## src/rtl/apb_pkg.sv

```systemverilog
// Shared definitions for the APB initiator: FSM state encoding, default bus widths
// and response error codes.
package apb_pkg;

  typedef enum logic [1:0] {
    StIdle,
    StSetup,
    StAccess,
    StErr
  } apb_state_e;

  localparam int unsigned ApbAddrW = 8;
  localparam int unsigned ApbDataW = 8;

  localparam logic RspOk  = 1'b0;
  localparam logic RspErr = 1'b1;

endpackage

```

## src/rtl/apb_slave_mux.sv

```systemverilog
// Combinational return-path select: picks one slave's PRDATA/PREADY by index and
// flags indices that do not map to a slave.
module apb_slave_mux #(
  parameter int unsigned NUM_SLAVES = 2,
  parameter int unsigned SLV_W      = 1,
  parameter int unsigned DATA_W     = 8
) (
  input  logic [SLV_W-1:0]             idx_i,
  input  logic [NUM_SLAVES*DATA_W-1:0] prdata_bus_i,
  input  logic [NUM_SLAVES-1:0]        pready_bus_i,
  output logic [DATA_W-1:0]            prdata_o,
  output logic                         pready_o,
  output logic                         idx_bad_o
);

  always_comb begin
    prdata_o = '0;
    pready_o = 1'b0;
    for (int unsigned i = 0; i < NUM_SLAVES; i++) begin
      if (32'(idx_i) == i) begin
        prdata_o = prdata_bus_i[i*DATA_W +: DATA_W];
        pready_o = pready_bus_i[i];
      end
    end
  end

  assign idx_bad_o = (32'(idx_i) >= NUM_SLAVES);

endmodule

```

## src/rtl/apb_master_bridge.sv

```systemverilog
// APB3 initiator: converts valid/ready commands into SETUP/ACCESS transfers with a
// one-hot PSEL, one response per command and a PREADY timeout.
module apb_master_bridge
  import apb_pkg::*;
#(
  parameter int unsigned NUM_SLAVES = 2,
  parameter int unsigned SLV_W      = 1,
  parameter int unsigned ADDR_W     = ApbAddrW,
  parameter int unsigned DATA_W     = ApbDataW,
  parameter int unsigned TIMEOUT    = 16
) (
  input  logic                         PCLK,
  input  logic                         PRESETn,
  input  logic                         cmd_valid,
  output logic                         cmd_ready,
  input  logic                         cmd_write,
  input  logic [SLV_W-1:0]             cmd_slave,
  input  logic [ADDR_W-1:0]            cmd_addr,
  input  logic [DATA_W-1:0]            cmd_wdata,
  output logic                         rsp_valid,
  output logic [DATA_W-1:0]            rsp_rdata,
  output logic                         rsp_error,
  output logic [NUM_SLAVES-1:0]        PSEL,
  output logic                         PENABLE,
  output logic                         PWRITE,
  output logic [ADDR_W-1:0]            PADDR,
  output logic [DATA_W-1:0]            PWDATA,
  input  logic [NUM_SLAVES*DATA_W-1:0] PRDATA_bus,
  input  logic [NUM_SLAVES-1:0]        PREADY_bus
);

  localparam int unsigned CntW = $clog2(TIMEOUT);

  apb_state_e        state_q, state_d;
  logic [CntW-1:0]   cnt_q, cnt_d;
  logic [SLV_W-1:0]  idx_q, idx_d;
  logic              pwrite_q, pwrite_d;
  logic [ADDR_W-1:0] paddr_q, paddr_d;
  logic [DATA_W-1:0] pwdata_q, pwdata_d;
  logic              rsp_valid_q, rsp_valid_d;
  logic              rsp_error_q, rsp_error_d;
  logic [DATA_W-1:0] rsp_rdata_q, rsp_rdata_d;

  logic [SLV_W-1:0]  mux_idx;
  logic [DATA_W-1:0] sel_prdata;
  logic              sel_pready;
  logic              idx_bad;

  // In IDLE the mux range-checks the incoming index; afterwards it tracks the latched one.
  assign mux_idx = (state_q == StIdle) ? cmd_slave : idx_q;

  apb_slave_mux #(
    .NUM_SLAVES (NUM_SLAVES),
    .SLV_W      (SLV_W),
    .DATA_W     (DATA_W)
  ) u_slave_mux (
    .idx_i        (mux_idx),
    .prdata_bus_i (PRDATA_bus),
    .pready_bus_i (PREADY_bus),
    .prdata_o     (sel_prdata),
    .pready_o     (sel_pready),
    .idx_bad_o    (idx_bad)
  );

  always_comb begin
    state_d     = state_q;
    cnt_d       = cnt_q;
    idx_d       = idx_q;
    pwrite_d    = pwrite_q;
    paddr_d     = paddr_q;
    pwdata_d    = pwdata_q;
    rsp_valid_d = 1'b0;
    rsp_error_d = RspOk;
    rsp_rdata_d = rsp_rdata_q;

    unique case (state_q)
      StIdle: begin
        if (cmd_valid) begin
          idx_d    = cmd_slave;
          pwrite_d = cmd_write;
          paddr_d  = cmd_addr;
          pwdata_d = cmd_wdata;
          state_d  = idx_bad ? StErr : StSetup;
        end
      end
      StSetup: begin
        cnt_d   = '0;
        state_d = StAccess;
      end
      StAccess: begin
        if (sel_pready) begin
          rsp_valid_d = 1'b1;
          rsp_error_d = RspOk;
          rsp_rdata_d = pwrite_q ? '0 : sel_prdata;
          state_d     = StIdle;
        end else if (cnt_q == CntW'(TIMEOUT - 1)) begin
          rsp_valid_d = 1'b1;
          rsp_error_d = RspErr;
          rsp_rdata_d = '0;
          state_d     = StIdle;
        end else begin
          cnt_d = cnt_q + 1'b1;
        end
      end
      StErr: begin
        rsp_valid_d = 1'b1;
        rsp_error_d = RspErr;
        rsp_rdata_d = '0;
        state_d     = StIdle;
      end
      default: state_d = StIdle;
    endcase
  end

  always_ff @(posedge PCLK or negedge PRESETn) begin
    if (!PRESETn) begin
      state_q     <= StIdle;
      cnt_q       <= '0;
      idx_q       <= '0;
      pwrite_q    <= 1'b0;
      paddr_q     <= '0;
      pwdata_q    <= '0;
      rsp_valid_q <= 1'b0;
      rsp_error_q <= 1'b0;
      rsp_rdata_q <= '0;
    end else begin
      state_q     <= state_d;
      cnt_q       <= cnt_d;
      idx_q       <= idx_d;
      pwrite_q    <= pwrite_d;
      paddr_q     <= paddr_d;
      pwdata_q    <= pwdata_d;
      rsp_valid_q <= rsp_valid_d;
      rsp_error_q <= rsp_error_d;
      rsp_rdata_q <= rsp_rdata_d;
    end
  end

  always_comb begin
    PSEL = '0;
    if ((state_q == StSetup) || (state_q == StAccess)) begin
      for (int unsigned i = 0; i < NUM_SLAVES; i++) begin
        PSEL[i] = (32'(idx_q) == i);
      end
    end
  end

  assign PENABLE   = (state_q == StAccess);
  assign cmd_ready = (state_q == StIdle);
  assign PWRITE    = pwrite_q;
  assign PADDR     = paddr_q;
  assign PWDATA    = pwdata_q;
  assign rsp_valid = rsp_valid_q;
  assign rsp_error = rsp_error_q;
  assign rsp_rdata = rsp_rdata_q;

endmodule

```

## config.mk

```make
export PLATFORM = sky130hd
export DESIGN_NAME = apb_master_bridge
export DESIGN_NICKNAME = d
export VERILOG_FILES = /design/src/rtl/apb_pkg.sv /design/src/rtl/apb_slave_mux.sv /design/src/rtl/apb_master_bridge.sv
export SDC_FILE = /design/constraint.sdc
export NUM_CORES = 1
export LEC_CHECK = 0
export CAP_MARGIN = 40
export CORE_ASPECT_RATIO = 1.4
export CORE_MARGIN = 2
export CORE_UTILIZATION = 38
export DETAILED_ROUTE_END_ITERATION = 10
export PLACE_DENSITY = 0.75
export SYNTH_ARGS = -nofsm -noshare
export SYNTH_HDL_FRONTEND = slang
export SYNTH_HIERARCHICAL = 1
export SYNTH_SLANG_ARGS = --single-unit
```

## constraint.sdc

```tcl
create_clock -name PCLK -period 2 [get_ports PCLK]
set_input_delay 0.4 -clock PCLK [delete_from_list [all_inputs] [get_ports PCLK]]
set_output_delay 0.4 -clock PCLK [all_outputs]
set_load 0.005 [all_outputs]
```

==> key figures <==
Run status
  – Outcome: finished with violations
  – Failing checks: negative setup slack

Setup path
  – Worst path cell trace: inv_2, ha_4, mux2_4, mux2_4, a31oi_4, a21oi_2, buf_4, mux2i_2
  – CP max FO: 4
  – FF-to-FF setup slack: -0.03 ns
  – Largest stage delay on the critical path: 0.40 ns
  – Startpoint types: flip-flop
  – Slowest cell on the critical path: dfrtp_1
  – CP startpoint: state_q[0]$_DFFE_PN0P_
  – Most used cell, CP: mux2_4
  – Worst path required time: roughly 2.2 ns
  – Worst-case reg-to-reg path depth: 8
  – Worst EP arrival: 2.23 ns
  – FF-to-FF End: state_q[1]$_DFFE_PN0P_
  – Reg-to-Reg Start: state_q[0]$_DFFE_PN0P_
  – WS Path Type: flip-flop to flip-flop
  – Critical path endpoint category: flip-flop

Power
  – Combinational Power Share: 0.522
  – Peak VDD IR: around 900 µV
  – Clock network power share: 0.198
  – Total Power: 3.97 mW
  – Sw Ratio: 0.308
  – Power Density: 1470 mW/mm²
  – Pint: 2.75 mW
  – Sw Pwr: between 1 and 1.5 mW
  – Leakage: 1.21 nW
  – Reg power frac: 0.280

Finish
  – Area growth syn-to-layout: 58.6%
  – Nets: 262
  – Post-Layout Cell Count: 278
  – Filler Cell Count: roughly 360
  – Final Cell Area: 0.00271 mm²
  – Area of the multi-input gates: between 800 and 900 µm²
  – Ant. Diodes: 0
  – Final core occ: 0.633
  – Register area: 851 µm²
  – Layout cell share with drive strength beyond 1: 0.275

Logic synthesis
  – Seq cells post-synth: 34
  – Cells after Synth: 133
  – Sequential area share after synthesis: 0.499
  – Syn Area/Cell: between 10 and 15 µm²
  – Main synth FF type: dfrtp_1
  – Top-count cell post-synth: dfrtp_1
  – Post-synth top area cell: dfrtp_1
  – Largest cells by area after synthesis: dfrtp_1 (50%), mux2_2 (13%), mux2_4 (7.9%)
  – Top cells by count, synth: dfrtp_1 (34), mux2_2 (20), inv_1 (11)
  – Post-synth top area share: 0.499
  – Unique masters post-synth: 29
  – Mapped Area: between 0.0015 and 0.002 mm²
  – Syn_nets: 178
  – Post-synth EDFFs: 0
  – Async SR Flop Fraction: 1.00
  – Synth warn: 6

Clock tree
  – Clock Latency Late Sink: 0.29 ns
  – CTS Buf Count: 5
  – Clock Path Buffers: 2
  – CTS tree: built
  – Clk root buf: clkbuf_8
  – H-tree Lvls: 2
  – Clk slew on worst S/H paths: 0.07 ns
  – Hold_buf cts: 0
  – CTS sink count: 34

Timing
  – Fin. Hold Viols: 0
  – Setup_tns: -0.0268 ns
  – Crit path time final: 2.03 ns
  – Setup WS post-layout: -0.0268 ns
  – Fmax: roughly 0.5 GHz
  – Worst Hold Margin: roughly 0.50 ns
  – Unrepaired setup endpoints after global routing: yes
  – Clock skew: 0.00473 ns
  – Final Max Slew Viols: 0
  – Final setup viols: 1
  – Final worst path period share: 1.01

Placement
  – HPWL Detailed: 3230 µm
  – Port buffer count: 69
  – Pre-CTS setup slack: -0.207 ns
  – Placed Area: 0.00251 mm²
  – GP Congestion: 0.738
  – Dpl cells: 265

Worst hold path
  – Hold path start: PWDATA[6]$_DFFE_PN0P_
  – Hold WC Path Type: flip-flop to flip-flop
  – Hold Crit Depth: 1
  – Hold Path End: PWDATA[6]$_DFFE_PN0P_

Floorplan
  – Die X: slightly above 60 µm
  – Core Area: 0.00427 mm²
  – Initial core utilization: 0.399
  – Ports: 70
  – Die H: around 83 µm
  – Number of core rows: 28
  – Die ar.: 0.00505 mm²

Drt
  – Drt wl/cell: 15.7 µm
  – Vias: between 1000 and 1500
  – Detail Route Antenna Nets: 0
  – Iteration-0 DRC Markers: 19
  – Drc violations: 0
  – Via-per-instance ratio: 4.81
  – 1st-pass router iterations: 4
  – Drt total wl: 4350 µm

Global routing
  – Largest net degree at the start of global routing: 35
  – GRT overflow: 0
  – Total track usage: 0.189
  – Global-route wire length before repair: 7060 µm
  – Vias in the first global route: 1485
  – Antenna violations before repair: 0

Job
  – Max-cap viol count: 0
[state kept, by name (all words and copies together), names as in the netlist]
signal	count
rsp_error	1
state_q	2
cnt_q	4
rsp_rdata	8
PADDR	8
PWRITE	1
rsp_valid	1
PWDATA	8
idx_q	1
[power groups by stage]
stage / Clock [mW] / Combinational (mW) / Sequential (mW)
finish: 0.787 / 2.07 / 1.11
global route: 0.837 / 2.23 / 1.15
CTS: 0.800 / 2.08 / 1.11
detailed placement: 0 / 2.01 / 1.12
global placement: 0 / 1.93 / 1.10
floorplan: 0 / 1.06 / 1.13
[logic make-up (layout without fill, tap and decap cells)]
kind of cell	count (synthesis)	in the layout	synth area share
mux	39	39	0.270
buf+inv	15	100	0.0411
flops	34	34	0.499
simple gates	28	28	0.0888
other cells	1	1	0.00220
fa+ha+maj	6	6	0.0440
compound gates	10	10	0.0550
[cell usage in the layout (no fill, tap or decap), types with 4 or more instances in the layout]
cell type,synthesis,layout
mux2i_1,10,9
dfrtp_1,34,34
nor2_1,4,4
ha_1,6,5
buf_4,1,12
nand3_1,4,4
nand2_1,10,10
clkdlybuf4s50_1,0,66
mux2_4,9,10
mux2_2,20,19
inv_1,11,9
clkbuf_8,0,6
[worst max path at each step]
stage / to / slack [ns] / cells past startpoint
floorplan: state_q[0]$_DFFE_PN0P_ / -0.11 / 8
global placement: rsp_rdata[0]$_DFFE_PN0P_ / -0.14 / 6
detailed placement: rsp_rdata[3]$_DFFE_PN0P_ / -0.21 / 6
CTS: state_q[1]$_DFFE_PN0P_ / -0.02 / 8
global route: state_q[1]$_DFFE_PN0P_ / -0.11 / 8
finish: state_q[1]$_DFFE_PN0P_ / -0.03 / 8
[worst max-delay path: cells and delay by family (launching register included)]
kind                       cells  cell delay (ns)
DFF                            1             0.40
buffers and inverters          2             0.22
muxes                          3             0.82
AOI/OAI and AO/OA              2             0.35
adders and majority gates      1             0.14
[final cells by class]
class / count / share of cell area
Clock buffer: 6 / 0.0305
Timing Repair Buffer: 81 / 0.289
Inverter: 11 / 0.0153
Tap cell: 60 / 0.0278
Clock inverter: 2 / 0.0222
Multi-Input combinational cell: 84 / 0.301
Sequential cell: 34 / 0.315
[metal layers]
layer	wire length, µm	GRT usage
met2	2510	0.338
met1	1510	0.189
met3	243	0.0576
met5	0	0
met4	97	0.0870
[timing repair]
action	in CTS	in global routing
setup buffers	5	0
setup endpoints to repair	13	11
pin swaps	2	0
gates resized for setup	3	3
Note: power is estimated with default switching activity, not from simulation.
